[config.mk]
export PLATFORM = sky130hd
export DESIGN_NAME = nic_responder_flat
export DESIGN_NICKNAME = d
export VERILOG_FILES = /design/src/rtl/nic_responder_if.sv /design/src/rtl/nic_responder.sv /design/src/flat_wrapper.sv
export SDC_FILE = /design/constraint.sdc
export NUM_CORES = 1
export LEC_CHECK = 0
export ABC_CLOCK_PERIOD_IN_PS = 1900
export CORE_MARGIN = 2
export CORE_UTILIZATION = 40
export DETAILED_ROUTE_END_ITERATION = 10
export GPL_ROUTABILITY_DRIVEN = 1
export PLACE_DENSITY = 0.76
export RECOVER_POWER = 25
export SYNTH_ARGS = -nofsm -noshare
export SYNTH_HDL_FRONTEND = slang
export SYNTH_SLANG_ARGS = --single-unit
[constraint.sdc]
create_clock -name clk -period 1.9 [get_ports clk]
set_clock_uncertainty 0.15 [all_clocks]
set_input_delay 0.475 -clock clk [delete_from_list [all_inputs] [get_ports clk]]
set_output_delay 0.475 -clock clk [all_outputs]
set_load 0.01 [all_outputs]
[src/rtl/nic_responder_if.sv]
// nic_responder_if
//   Groups the processor-side NIC access signals and the router-port
//   ready/valid handshake into one bundle.
//   slave  : the NIC (nic_responder) side.
//   master : the processor memory stage / router side.
//   Processor: nicEn, nicEnWr, adder_nic, d_in -> NIC; d_out <- NIC.
//   Router in : net_si, net_di -> NIC; net_ri <- NIC.
//   Router out: net_ro, net_polarity -> NIC; net_so, net_do <- NIC.
interface nic_responder_if #(
    parameter int DATA_WIDTH = 64
);
    logic                  nicEn;
    logic                  nicEnWr;
    logic [1:0]            adder_nic;
    logic [DATA_WIDTH-1:0] d_in;
    logic [DATA_WIDTH-1:0] d_out;
    logic                  net_si;
    logic                  net_ri;
    logic [DATA_WIDTH-1:0] net_di;
    logic                  net_so;
    logic                  net_ro;
    logic [DATA_WIDTH-1:0] net_do;
    logic                  net_polarity;

    modport slave (
        input  nicEn, nicEnWr, adder_nic, d_in,
        input  net_si, net_di, net_ro, net_polarity,
        output d_out, net_ri, net_so, net_do
    );

    modport master (
        output nicEn, nicEnWr, adder_nic, d_in,
        output net_si, net_di, net_ro, net_polarity,
        input  d_out, net_ri, net_so, net_do
    );
endinterface

[src/rtl/nic_responder.sv]
// nic_responder
//   Processor-side NIC. One 64-bit input-channel buffer (router -> processor)
//   and one 64-bit output-channel buffer (processor -> router), each with a
//   full flag. The processor reaches them through memory-mapped registers:
//     adder_nic 00 input buffer, 01 input status, 10 output buffer, 11 output status.
//   Ports:
//     clk   : rising-edge clock
//     rst_n : asynchronous active-low reset, clears buffers and flags
//     bus   : nic_responder_if.slave (processor access + router handshake)
module nic_responder #(
    parameter int DATA_WIDTH = 64,
    parameter int VC_BIT     = 63
) (
    input  logic             clk,
    input  logic             rst_n,
    nic_responder_if.slave   bus
);
    localparam logic [1:0] A_IN_BUF  = 2'b00;
    localparam logic [1:0] A_IN_STAT = 2'b01;
    localparam logic [1:0] A_OUT_BUF = 2'b10;
    localparam logic [1:0] A_OUT_STAT = 2'b11;

    logic [DATA_WIDTH-1:0] in_buf;
    logic [DATA_WIDTH-1:0] out_buf;
    logic                  in_full;
    logic                  out_full;

    logic ld, st;
    logic in_push, in_pop, out_push, out_pop;

    assign ld = bus.nicEn & ~bus.nicEnWr;
    assign st = bus.nicEn &  bus.nicEnWr;

    // Push and pop on each channel are mutually exclusive by construction:
    // push needs the flag clear, pop needs it set.
    assign in_push  = bus.net_si & ~in_full;
    assign in_pop   = ld & (bus.adder_nic == A_IN_BUF) & in_full;
    assign out_push = st & (bus.adder_nic == A_OUT_BUF) & ~out_full;
    assign out_pop  = bus.net_so;

    // Router handshake. A packet only goes out when its VC bit matches the
    // router's current polarity; otherwise it is retried every cycle.
    assign bus.net_ri = ~in_full;
    assign bus.net_do = out_buf;
    assign bus.net_so = out_full & bus.net_ro & (bus.net_polarity == out_buf[VC_BIT]);

    always_comb begin
        bus.d_out = '0;
        if (ld) begin
            case (bus.adder_nic)
                A_IN_BUF:   bus.d_out = in_buf;  // stale if empty; software polls status first
                A_IN_STAT:  bus.d_out = {{(DATA_WIDTH-1){1'b0}}, in_full};
                A_OUT_STAT: bus.d_out = {{(DATA_WIDTH-1){1'b0}}, out_full};
                default:    bus.d_out = '0;
            endcase
        end
    end

    // Input channel. in_buf is retained after a read so a repeated load of
    // the buffer register returns the last packet.
    always_ff @(posedge clk or negedge rst_n) begin
        if (!rst_n) begin
            in_buf  <= '0;
            in_full <= 1'b0;
        end else begin
            if (in_push) begin
                in_buf  <= bus.net_di;
                in_full <= 1'b1;
            end else if (in_pop) begin
                in_full <= 1'b0;
            end
        end
    end

    // Output channel. A store while full is silently dropped.
    always_ff @(posedge clk or negedge rst_n) begin
        if (!rst_n) begin
            out_buf  <= '0;
            out_full <= 1'b0;
        end else begin
            if (out_push) begin
                out_buf  <= bus.d_in;
                out_full <= 1'b1;
            end else if (out_pop) begin
                out_full <= 1'b0;
            end
        end
    end

    // Register-select constant kept for readability of the decode above.
    logic unused_ok;
    assign unused_ok = &{1'b0, A_OUT_BUF};
endmodule

[src/flat_wrapper.sv]
// flat-port wrapper written by rule: the top's interface ports become plain ports
module nic_responder_flat 
#(
    parameter int DATA_WIDTH = 64,
    parameter int VC_BIT     = 63
)
  (clk, rst_n, bus_nicEn, bus_nicEnWr, bus_adder_nic, bus_d_in, bus_net_si, bus_net_di, bus_net_ro, bus_net_polarity, bus_d_out, bus_net_ri, bus_net_so, bus_net_do);
  nic_responder_if #(.DATA_WIDTH(DATA_WIDTH)) bus_i ();
  input  logic clk;
  input  logic rst_n;
  input wire logic [$bits(bus_i.nicEn)-1:0] bus_nicEn;
  input wire logic [$bits(bus_i.nicEnWr)-1:0] bus_nicEnWr;
  input wire logic [$bits(bus_i.adder_nic)-1:0] bus_adder_nic;
  input wire logic [$bits(bus_i.d_in)-1:0] bus_d_in;
  input wire logic [$bits(bus_i.net_si)-1:0] bus_net_si;
  input wire logic [$bits(bus_i.net_di)-1:0] bus_net_di;
  input wire logic [$bits(bus_i.net_ro)-1:0] bus_net_ro;
  input wire logic [$bits(bus_i.net_polarity)-1:0] bus_net_polarity;
  output wire logic [$bits(bus_i.d_out)-1:0] bus_d_out;
  output wire logic [$bits(bus_i.net_ri)-1:0] bus_net_ri;
  output wire logic [$bits(bus_i.net_so)-1:0] bus_net_so;
  output wire logic [$bits(bus_i.net_do)-1:0] bus_net_do;
  assign bus_i.nicEn = bus_nicEn;
  assign bus_i.nicEnWr = bus_nicEnWr;
  assign bus_i.adder_nic = bus_adder_nic;
  assign bus_i.d_in = bus_d_in;
  assign bus_i.net_si = bus_net_si;
  assign bus_i.net_di = bus_net_di;
  assign bus_i.net_ro = bus_net_ro;
  assign bus_i.net_polarity = bus_net_polarity;
  assign bus_d_out = bus_i.d_out;
  assign bus_net_ri = bus_i.net_ri;
  assign bus_net_so = bus_i.net_so;
  assign bus_net_do = bus_i.net_do;
  nic_responder #(.DATA_WIDTH(DATA_WIDTH), .VC_BIT(VC_BIT)) u_core (.clk(clk), .rst_n(rst_n), .bus(bus_i));
endmodule
==> results by group, run 1 <==
Outcome
  • Status: complete, but fails checks
  • Violations in the final reports: setup timing

Yosys
  • Seq/Total Area, Yosys: 0.608
  • Library cells used by synthesis: 19
  • Yosys reg bits: 130
  • Synth Area in Adders: 0
  • Simple-Gate Fraction of Synth Area: 0.0907
  • Largest family of logic cells by synthesized area: multiplexers
  • Mux share of post-synthesis cell area: 0.271
  • Synth Net Count: slightly below 500
  • Post-synthesis compound-gate area fraction: 0.00374
  • Synth Area in XOR/XNOR: 0.00164
  • Yosys warns: 0
  • Mapped Cells: roughly 350
  • Mapped Area: approximately 5400 µm²
  • Syn Area/Cell: between 15 and 20 µm²

Worst setup path
  • Buffers plus inverters on the worst setup path: 6
  • Slowest CP cell: nor4b_4
  • CP Class: primary input to output pin
  • Required time of the critical path: between 1 and 1.5 ns
  • Worst-path maximum fanout: 7
  • CP cell instances: buf_8 -> nor4b_4 -> buf_6 -> buf_12 -> buf_12 -> buf_16 -> and2_4 -> buf_6
  • CP top delay family: buffers and inverters
  • CP startpoint kind: primary input
  • Worst EP arrival: roughly 1.6 ns
  • Delay of the slowest critical-path stage: 0.28 ns
  • CP Capture Type: output pin

Timing
  • Rel. slew slack: 0.499
  • Setup ws final: -0.322 ns
  • Final setup fails: 64
  • RSZ-0062 raised after global routing: yes
  • Final min period: around 2.2 ns
  • Max Slew Vio Count: 0
  • Period utilization: 1.17
  • Slew at the pin closest to its max-slew limit: roughly 0.75 ns
  • Hold Vio Cnt, Final: 0
  • Fmax: between 0.4 and 0.5 GHz

Clock network
  • Number of clock buffers inserted by TritonCTS: 17
  • Worst-path clk slew: 0.05 ns
  • Clock buffer depth: 2
  • Clk_lat worst skew: 0.41 ns
  • Number of H-tree levels: 4
  • CTS tree: built
  • Root Buffer: clkbuf_16
  • Clk sinks: between 100 and 150

Routing
  • Post-route ant nets: 0
  • Drt initial violations: 169
  • Via count: approximately 4,000
  • Drt drc: 0
  • DRT Wirelength: around 16,000 µm
  • Via density per instance: around 4.7
  • Wirelength per Cell: 18.7 µm
  • Pre-antenna DRT Iters: 4

Layout
  • Ant diodes: 0
  • Nets: about 800
  • Area Overhead vs Synth: 74.4%
  • Fin cells: ~850
  • Proportion of layout cells with a drive suffix above 1: 0.410
  • Fin util: 0.710

Global routing
  • Grt total ovfl: 0
  • Largest net degree at the start of global routing: 34
  • Initial antenna violation count: 0
  • Vias in the first global route: roughly 4,300
  • First-pass GRT wire length: ~24,000 µm
  • Total GRT Usage: 0.221

Placement
  • Placer Congestion: ~0.75
  • Setup slack at placement: -1.11 ns
  • HPWL Detailed: approximately 11,000 µm
  • Dpl cells: 802
  • I/O Buffers: ~270

Flow run
  • Max-Cap Viols: 0

Floorplanning
  • Die area: 14,300 µm²
  • Core area: around 13,000 µm²
  • Ports: around 270
  • Starting density of the core: 0.407
  • Die Span X: between 100 and 150 µm
  • Die height: about 120 µm
  • FP Rows: 42

Power
  • Power per cell area: 1300 nW/µm²
  • P_leak: about 4.3 nW
  • Peak supply drop: just under 800 µV
  • Design Power: 12.2 mW

Worst hold path
  • Worst hold-check path type: register to register
-- final cells by class --
cell class,instances,area (µm²)
Fill cell,906,3800
Sequential cell,130,3250
Timing Repair Buffer,306,3110
Multi-Input combinational cell,203,2130
Clock buffer,26,519
Tap cell,176,220
Clock inverter,4,95.1
Inverter,2,7.51
-- flip-flops by register name, indices dropped and copies added, names as in the netlist --
register           count
u_core.bus.net_do     64
u_core.in_full         1
u_core.in_buf         64
u_core.out_full        1
-- power breakdown --
group / switching, mW / leakage, nW / total (mW) / internal (mW)
registers: 0.755 / 1.54 / 4.94 / 4.19
logic: 1.53 / 2.41 / 3.85 / 2.32
clock network: 1.12 / 0.302 / 3.38 / 2.26
total: 3.40 / 4.26 / 12.2 / 8.77
-- kinds of logic (layout without fill, tap and decap cells) --
family                    count (synthesis)  in the layout
buffers and inverters                    21            338
muxes                                   129            129
DFF                                     130            130
AOI/OAI and AO/OA                         3              3
and+or+nand+nor                          70             70
xor gates and xnor gates                  1              1
-- synth_stat cells --
master	count	area, µm²
buf_6	6	67.6
dfrtp_1	130	3250
and3_1	1	6.26
nor2_1	1	3.75
nor4b_4	1	23.8
mux2_1	51	574
nand4b_4	1	23.8
a21oi_1	1	5.00
and2_1	63	394
xnor2_1	1	8.76
nor2_8	1	20.0
buf_2	7	35.0
nor2b_1	1	6.26
clkbuf_1	6	22.5
mux2_2	78	878
a22oi_1	1	7.51
o21bai_1	1	7.51
nor3b_1	1	7.51
inv_1	2	7.51
-- worst reg2reg max path: stages, from the launching register on --
cell     delay (ns)
dfrtp_1        0.38
buf_4          0.17
nor2_8         0.19
buf_12         0.21
mux2_1         0.35
-- path summary, 6_finish.rpt --
path	from	end	slack, ns	cells past startpoint
min in group asynchronous	rst_n	u_core.in_buf[13]	0.51	2
max in group asynchronous	rst_n	u_core.bus.net_do[17]	0.19	3
min	u_core.bus.net_do[21]	u_core.bus.net_do[21]	0.33	1
max	bus_nicEnWr	bus_d_out[36]	-0.32	8
max reg2reg	u_core.out_full	u_core.bus.net_do[23]	0.33	4
min reg2reg	u_core.bus.net_do[21]	u_core.bus.net_do[21]	0.33	1
-- metal layers --
layer | share of wire | track usage
met4 | 0.023 | 0.0926
met2 | 0.55 | 0.404
met5 | 0 | 0
met3 | 0.059 | 0.0575
met1 | 0.37 | 0.243
-- repair_timing --
item | in CTS | in global routing
endpoints found under the setup margin | 190 | 66
pin swaps | 36 | 20
setup buffers | 10 | 1
hold buffers | 1 | 0
cloned | 7 | 0
endpoints found under the hold margin | 18 | 0
gates resized for setup | 436 | 64
-- stage by stage --
step	TNS [ns]	hold WS, ns	area, µm²
detailed placement	-104.83	0.288	8390
global route	-18.59	0.337	9330
global placement	-96.36	0.284	8390
CTS	-15.87	0.333	9220
floorplan	-0.984	0.0294	5350
finish	-16.13	0.328	9330
-- cells in the final DEF (no fill, tap or decap), drive strengths merged --
cell             n
a21oi            1
a22oi            1
and2            63
and3             1
buf            104
bufinv           3
clkbuf          32
clkdlybuf4s50  130
clkinv           1
dfrtp          130
dlygate4sd2     65
dlygate4sd3      1
inv              2
mux2           129
nand4b           1
nor2             2
nor2b            1
nor3b            1
nor4b            1
o21bai           1
xnor2            1
Power figures use the tool's default switching activity.
==> run 2, diff against run 1 <==
--- a/config.mk
+++ b/config.mk
@@ -6,8 +6,9 @@
 export NUM_CORES = 1
 export LEC_CHECK = 0
 export ABC_CLOCK_PERIOD_IN_PS = 1900
-export CORE_MARGIN = 2
+export CORE_MARGIN = 5
 export CORE_UTILIZATION = 40
+export CTS_CLUSTER_SIZE = 40
 export DETAILED_ROUTE_END_ITERATION = 10
 export GPL_ROUTABILITY_DRIVEN = 1
 export PLACE_DENSITY = 0.76
==> run 2 against run 1 <==
The run still ends with setup timing left. Count of clock-buffer cells in the layout shrank 8. Design area grew 0.78%. Flip-flop and latch count is the same. Cell count grew 0.59%. Die area grew 10%. Highest routed layer is now met5. First-iteration DRC count shrank 18%. Register-to-register slack is essentially flat. Maximum frequency shrank 1.4%.
==> results by group, run 2 (synthesis gave the netlist of run 1 again) <==
Outcome
  • Status: complete, but fails checks (unchanged)
  • Violations in the final reports: setup timing (unchanged)

Clock network
  • Number of H-tree levels: 4 (unchanged)
  • Clk_lat worst skew: 0.40 ns (was 0.41 ns)
  • CTS tree: built (unchanged)
  • Number of clock buffers inserted by TritonCTS: 17 (unchanged)
  • Clock buffer depth: 2 (unchanged)
  • Worst-path clk slew: 0.06 ns (was 0.05 ns)
  • Root Buffer: clkbuf_16 (unchanged)
  • Clk sinks: 130 (unchanged)

Layout
  • Ant diodes: 0 (unchanged)
  • Proportion of layout cells with a drive suffix above 1: 0.422 (was 0.410)
  • Fin util: 0.713 (was 0.710)
  • Area Overhead vs Synth: 75.7% (was 74.4%)
  • Nets: 800 (was 797)
  • Fillers: 894 (was 906)
  • Fin area: 9410 µm² (was 9330 µm²)
  • Most frequent cells in the layout: clkdlybuf4s50_1 (130), dfrtp_1 (130), mux2_2 (77) (unchanged)

Placement
  • Placer Congestion: 0.791 (was 0.754)
  • HPWL Detailed: 11,300 µm (was 10,900 µm)
  • DP Area: 8370 µm² (was 8390 µm²)
  • I/O Buffers: 266 (unchanged)

Worst setup path
  • CP startpoint kind: primary input (unchanged)
  • Required time of the critical path: 1.27 ns (about the same)
  • Worst-path maximum fanout: 6 (was 7)
  • Worst EP arrival: 1.63 ns (was 1.60 ns)
  • CP Capture Type: output pin (unchanged)
  • CP Class: primary input to output pin (unchanged)

Power
  • Peak supply drop: 840 µV (was 772 µV)
  • Power per cell area: 1310 nW/µm² (was 1300 nW/µm²)
  • P_leak: 4.30 nW (was 4.26 nW)

Timing
  • Final min period: 2.25 ns (was 2.22 ns)
  • Period utilization: 1.19 (was 1.17)
  • RSZ-0062 raised after global routing: yes (unchanged)
  • Final setup fails: 64 (unchanged)
  • Rel. slew slack: 0.467 (was 0.499)
  • Setup_tns: -18.77 ns (was -16.13 ns)
  • Min Hold Slack: 0.326 ns (was 0.328 ns)
  • Max Slew Vio Count: 0 (unchanged)
  • Slew at the pin closest to its max-slew limit: 0.799 ns (was 0.752 ns)
  • Hold Vio Cnt, Final: 0 (unchanged)
  • Fmax: 0.444 GHz (was 0.450 GHz)
  • Setup ws final: -0.354 ns (was -0.322 ns)

Routing
  • DRT Wirelength: 16,100 µm (was 15,800 µm)
  • Via density per instance: 4.74 (was 4.71)
  • Wirelength per Cell: 18.9 µm (was 18.7 µm)
  • Via count: 4,036 (was 3,992)
  • Post-route ant nets: 0 (unchanged)
  • Pre-antenna DRT Iters: 4 (unchanged)
  • Drt drc: 0 (unchanged)
  • Drt initial violations: 139 (was 169)

Floorplanning
  • FP Rows: 42 (unchanged)
  • Ports: 267 (unchanged)
  • Die area: 15,800 µm² (was 14,300 µm²)
  • Starting density of the core: 0.406 (was 0.407)
  • Core area: 13,200 µm² (was 13,100 µm²)
  • Die Span X: 126 µm (was 120 µm)
  • Die height: 126 µm (was 120 µm)

Global routing
  • Initial antenna violation count: 1 (was 0)
  • First-pass GRT wire length: 24,800 µm (was 23,800 µm)
  • Total GRT Usage: 0.200 (was 0.221)
  • Largest net degree at the start of global routing: 41 (was 34)
  • Grt total ovfl: 0 (unchanged)
  • Vias in the first global route: 4,614 (was 4,314)

Flow run
  • Max-Cap Viols: 0 (unchanged)

Worst hold path
  • Worst hold-check path type: register to register (unchanged)
[run 2: cell count changes in the layout (fill, tap and decap cells not counted), sizes merged]
cell and delta:
clkinv +4, buf +6, inv +1, clkinvlp +3, bufinv +2, clkbuf -11
[run 2: stage by stage]
stage | std cells | power (mW) | worst slack [ns]
global placement | 801 | 9.05 | -0.985
global route | 852 | 13.1 | -0.394
CTS | 851 | 12.4 | -0.287
detailed placement | 801 | 9.24 | -1.00
floorplan | 354 | 6.67 | -0.0197
finish | 852 | 12.4 | -0.354
[run 2: worst max-delay path, cell delays in order]
cell	delay (ns)
buf_6	0.10
nor4b_4	0.26
buf_4	0.16
buf_6	0.11
buf_12	0.13
buf_16	0.11
and2_1	0.13
buf_2	0.15
[run 2: worst paths after layout]
check                                       from                    end  slack (ns)  cells after the start
setup / recovery                bus_adder_nic[0]          bus_d_out[45]       -0.35                      8
hold / removal             u_core.bus.net_do[62]  u_core.bus.net_do[62]        0.33                      1
setup reg to reg                  u_core.in_full      u_core.in_buf[37]        0.32                      4
hold reg to reg            u_core.bus.net_do[62]  u_core.bus.net_do[62]        0.33                      1
max in group asynchronous                  rst_n      u_core.in_buf[36]        0.19                      3
min in group asynchronous                  rst_n       u_core.in_buf[2]        0.56                      2
[run 2: timing repair]
item	CTS	global route
endpoints found under the hold margin	25	0
gates resized for setup	430	54
cloned	6	2
pin swaps	37	22
hold buffers	1	0
endpoints found under the setup margin	194	66
buffers inserted	12	2
[run 2: report_power, final]
group          internal [mW]  switching (mW)
registers               4.18           0.737
clock network           2.36            1.21
logic                   2.33            1.55
total                   8.87            3.49
[run 2: layer usage]
metal  vias to the layer above  GRT usage  share of wire
met4                         2     0.0804          0.026
met2                       156      0.364           0.53
met5                         -          0         0.0012
met1                      2016      0.217           0.38
met3                        31     0.0584          0.064
li1                       1831          -              -
[run 2: final cells by class]
cell class,instances,area [µm²],share of cell area
Inverter,2,7.51,0.000798
Sequential cell,130,3250,0.346
Timing Repair Buffer,309,3140,0.334
Clock inverter,14,210,0.0223
Clock buffer,18,439,0.0467
Multi-Input combinational cell,203,2130,0.227
Tap cell,176,220,0.0234
==> run 3, diff against run 2 <==
--- a/config.mk
+++ b/config.mk
@@ -6,8 +6,10 @@
 export NUM_CORES = 1
 export LEC_CHECK = 0
 export ABC_CLOCK_PERIOD_IN_PS = 1900
+export CELL_PAD_IN_SITES_DETAIL_PLACEMENT = 0
+export CELL_PAD_IN_SITES_GLOBAL_PLACEMENT = 1
 export CORE_MARGIN = 5
-export CORE_UTILIZATION = 40
+export CORE_UTILIZATION = 31
 export CTS_CLUSTER_SIZE = 40
 export DETAILED_ROUTE_END_ITERATION = 10
 export GPL_ROUTABILITY_DRIVEN = 1
==> run 3 against run 2 <==
Flip-flop and latch count unchanged. Critical endpoint is now bus_d_out[59]. Register-to-register slack worse by 0.03 ns. Largest cell class unchanged. Design area down 1.0%. Sequential power about the same. Worst hold slack better by 0.0010 ns. The flow still finishes with violations (setup timing).
==> results by group, run 3 (synthesis gave the netlist of run 1 again) <==
Power
  • P_leak: 4.22 nW (was 4.30 nW)
  • Peak supply drop: 732 µV (was 840 µV)
  • Power per cell area: 1300 nW/µm² (was 1310 nW/µm²)

Global routing
  • Initial antenna violation count: 0 (was 1)
  • Grt total ovfl: 0 (unchanged)
  • Largest net degree at the start of global routing: 60 (was 41)
  • Vias in the first global route: 4,557 (was 4,614)
  • First-pass GRT wire length: 24,900 µm (was 24,800 µm)
  • Total GRT Usage: 0.160 (was 0.200)

Flow run
  • Max-Cap Viols: 0 (unchanged)

Timing
  • Slew at the pin closest to its max-slew limit: 0.564 ns (was 0.799 ns)
  • Period utilization: 1.15 (was 1.19)
  • RSZ-0062 raised after global routing: yes (unchanged)
  • Hold Vio Cnt, Final: 0 (unchanged)
  • Final min period: 2.19 ns (was 2.25 ns)
  • Setup ws final: -0.285 ns (was -0.354 ns)
  • Rel. slew slack: 0.624 (was 0.467)
  • Final setup fails: 65 (was 64)
  • Max Slew Vio Count: 0 (unchanged)
  • Fmax: 0.458 GHz (was 0.444 GHz)

Layout
  • Area Overhead vs Synth: 74.0% (was 75.7%)
  • Most frequent cells in the layout: clkdlybuf4s50_1 (130), dfrtp_1 (130), mux2_2 (77) (unchanged)
  • Fillers: 1,445 (was 894)
  • Reg area: 3250 µm² (unchanged)
  • Multi-input logic area: 2110 µm² (was 2130 µm²)
  • Nets: 794 (was 800)
  • Proportion of layout cells with a drive suffix above 1: 0.399 (was 0.422)
  • Ant diodes: 0 (unchanged)
  • Fin cells: 894 (was 852)

Clock network
  • Root Buffer: clkbuf_16 (unchanged)
  • Worst-path clk slew: 0.06 ns (about the same)
  • Clock buffer depth: 2 (unchanged)
  • CTS tree: built (unchanged)
  • Number of clock buffers inserted by TritonCTS: 17 (unchanged)
  • Number of H-tree levels: 4 (unchanged)
  • Clk_lat worst skew: 0.41 ns (was 0.40 ns)
  • Clk sinks: 130 (unchanged)

Routing
  • DRT Wirelength: 15,700 µm (was 16,100 µm)
  • Via density per instance: 4.41 (was 4.74)
  • Drt initial violations: 100 (was 139)
  • Post-route ant nets: 0 (unchanged)
  • Drt drc: 0 (unchanged)
  • Pre-antenna DRT Iters: 4 (unchanged)
  • Wirelength per Cell: 17.6 µm (was 18.9 µm)
  • Via count: 3,942 (was 4,036)

Floorplanning
  • Ports: 267 (unchanged)
  • Die area: 20,000 µm² (was 15,800 µm²)
  • Starting density of the core: 0.313 (was 0.406)
  • FP Rows: 48 (was 42)
  • Die Span X: 141 µm (was 126 µm)
  • Core area: 17,100 µm² (was 13,200 µm²)
  • Die height: 141 µm (was 126 µm)

Outcome
  • Violations in the final reports: setup timing (unchanged)
  • Status: complete, but fails checks (unchanged)

Placement
  • Setup slack at placement: -1.03 ns (was -1.00 ns)
  • HPWL Detailed: 11,100 µm (was 11,300 µm)
  • Dpl cells: 846 (was 801)
  • I/O Buffers: 266 (unchanged)
  • Placer Congestion: 0.791 (about the same)

Worst setup path
  • CP Capture Type: output pin (unchanged)
  • Worst EP arrival: 1.56 ns (was 1.63 ns)
  • Worst-path maximum fanout: 6 (unchanged)
  • CP startpoint kind: primary input (unchanged)
  • CP Class: primary input to output pin (unchanged)
  • Required time of the critical path: 1.27 ns (about the same)

Worst hold path
  • Worst hold-check path type: register to register (unchanged)
## run 3: cell count changes in the layout (fill, tap and decap cells not counted), sizes merged
cell           before  now
buf               110  106
inv                 3    2
bufinv              5    3
clkinvlp            3    1
dlygate4sd2        65   64
clkbuf             21   24
clkinv              5    4
clkdlybuf4s15       0    1
## run 3: per-layer routing
layer	routed length, µm	GRT usage	vias up
met2	7860	0.265	181
met4	255	0.0566	0
met1	6240	0.189	1918
li1	-	-	1827
met5	0	0	-
met3	1390	0.0654	16
## run 3: metrics by stage
| step | utilization | hold WS, ns | TNS [ns] | cell area (µm²) | total power, mW |
|---|---|---|---|---|---|
| after floorplan | - | 0.0294 | -0.984 | 5350 | 6.67 |
| after global placement | 0.494 | 0.235 | -105.23 | 8450 | 9.10 |
| after detailed placement | 0.494 | 0.235 | -107.32 | 8450 | 9.27 |
| after CTS | 0.549 | 0.332 | -16.36 | 9390 | 12.3 |
| after global routing | 0.544 | 0.346 | -18.37 | 9310 | 12.8 |
| final | 0.544 | 0.327 | -15.48 | 9310 | 12.1 |
## run 3: what timing repair did
item,CTS,global route
hold endpoints to repair,18,0
hold buffers,1,0
buffers inserted,15,0
cloned,8,0
resized for setup,451,26
endpoints found under the setup margin,192,67
pin swaps,40,7
## run 3: final cells by class
class,count,area share
sequential,130,0.349
timing repair buffer,303,0.329
clock buffer,23,0.0503
multi-input combinational,203,0.227
inverter,2,0.00107
clock inverter,8,0.0138
tap,225,0.0302
## run 3: power breakdown
group          switching, mW  internal [mW]  leakage, nW  total [mW]
clock                   1.16           2.13        0.287        3.29
sequential             0.729           4.19         1.54        4.91
combinational           1.53           2.34         2.39        3.87
## run 3: final timing paths
path	to	cells after the start	from	slack (ns)
max in group asynchronous	u_core.bus.net_do[18]	3	rst_n	0.22
worst max register to register	u_core.bus.net_do[41]	4	u_core.out_full	0.29
worst max-delay path	bus_d_out[59]	7	bus_adder_nic[1]	-0.29
worst min register to register	u_core.bus.net_do[20]	1	u_core.bus.net_do[20]	0.33
min in group asynchronous	u_core.in_buf[25]	2	rst_n	0.44
worst min-delay path	u_core.bus.net_do[20]	1	u_core.bus.net_do[20]	0.33
## run 3: worst max-delay path, stage by stage
cell	delay [ns]
buf_8	0.10
nor4b_4	0.30
buf_4	0.18
buf_12	0.13
buf_12	0.12
and2_4	0.15
buf_6	0.10
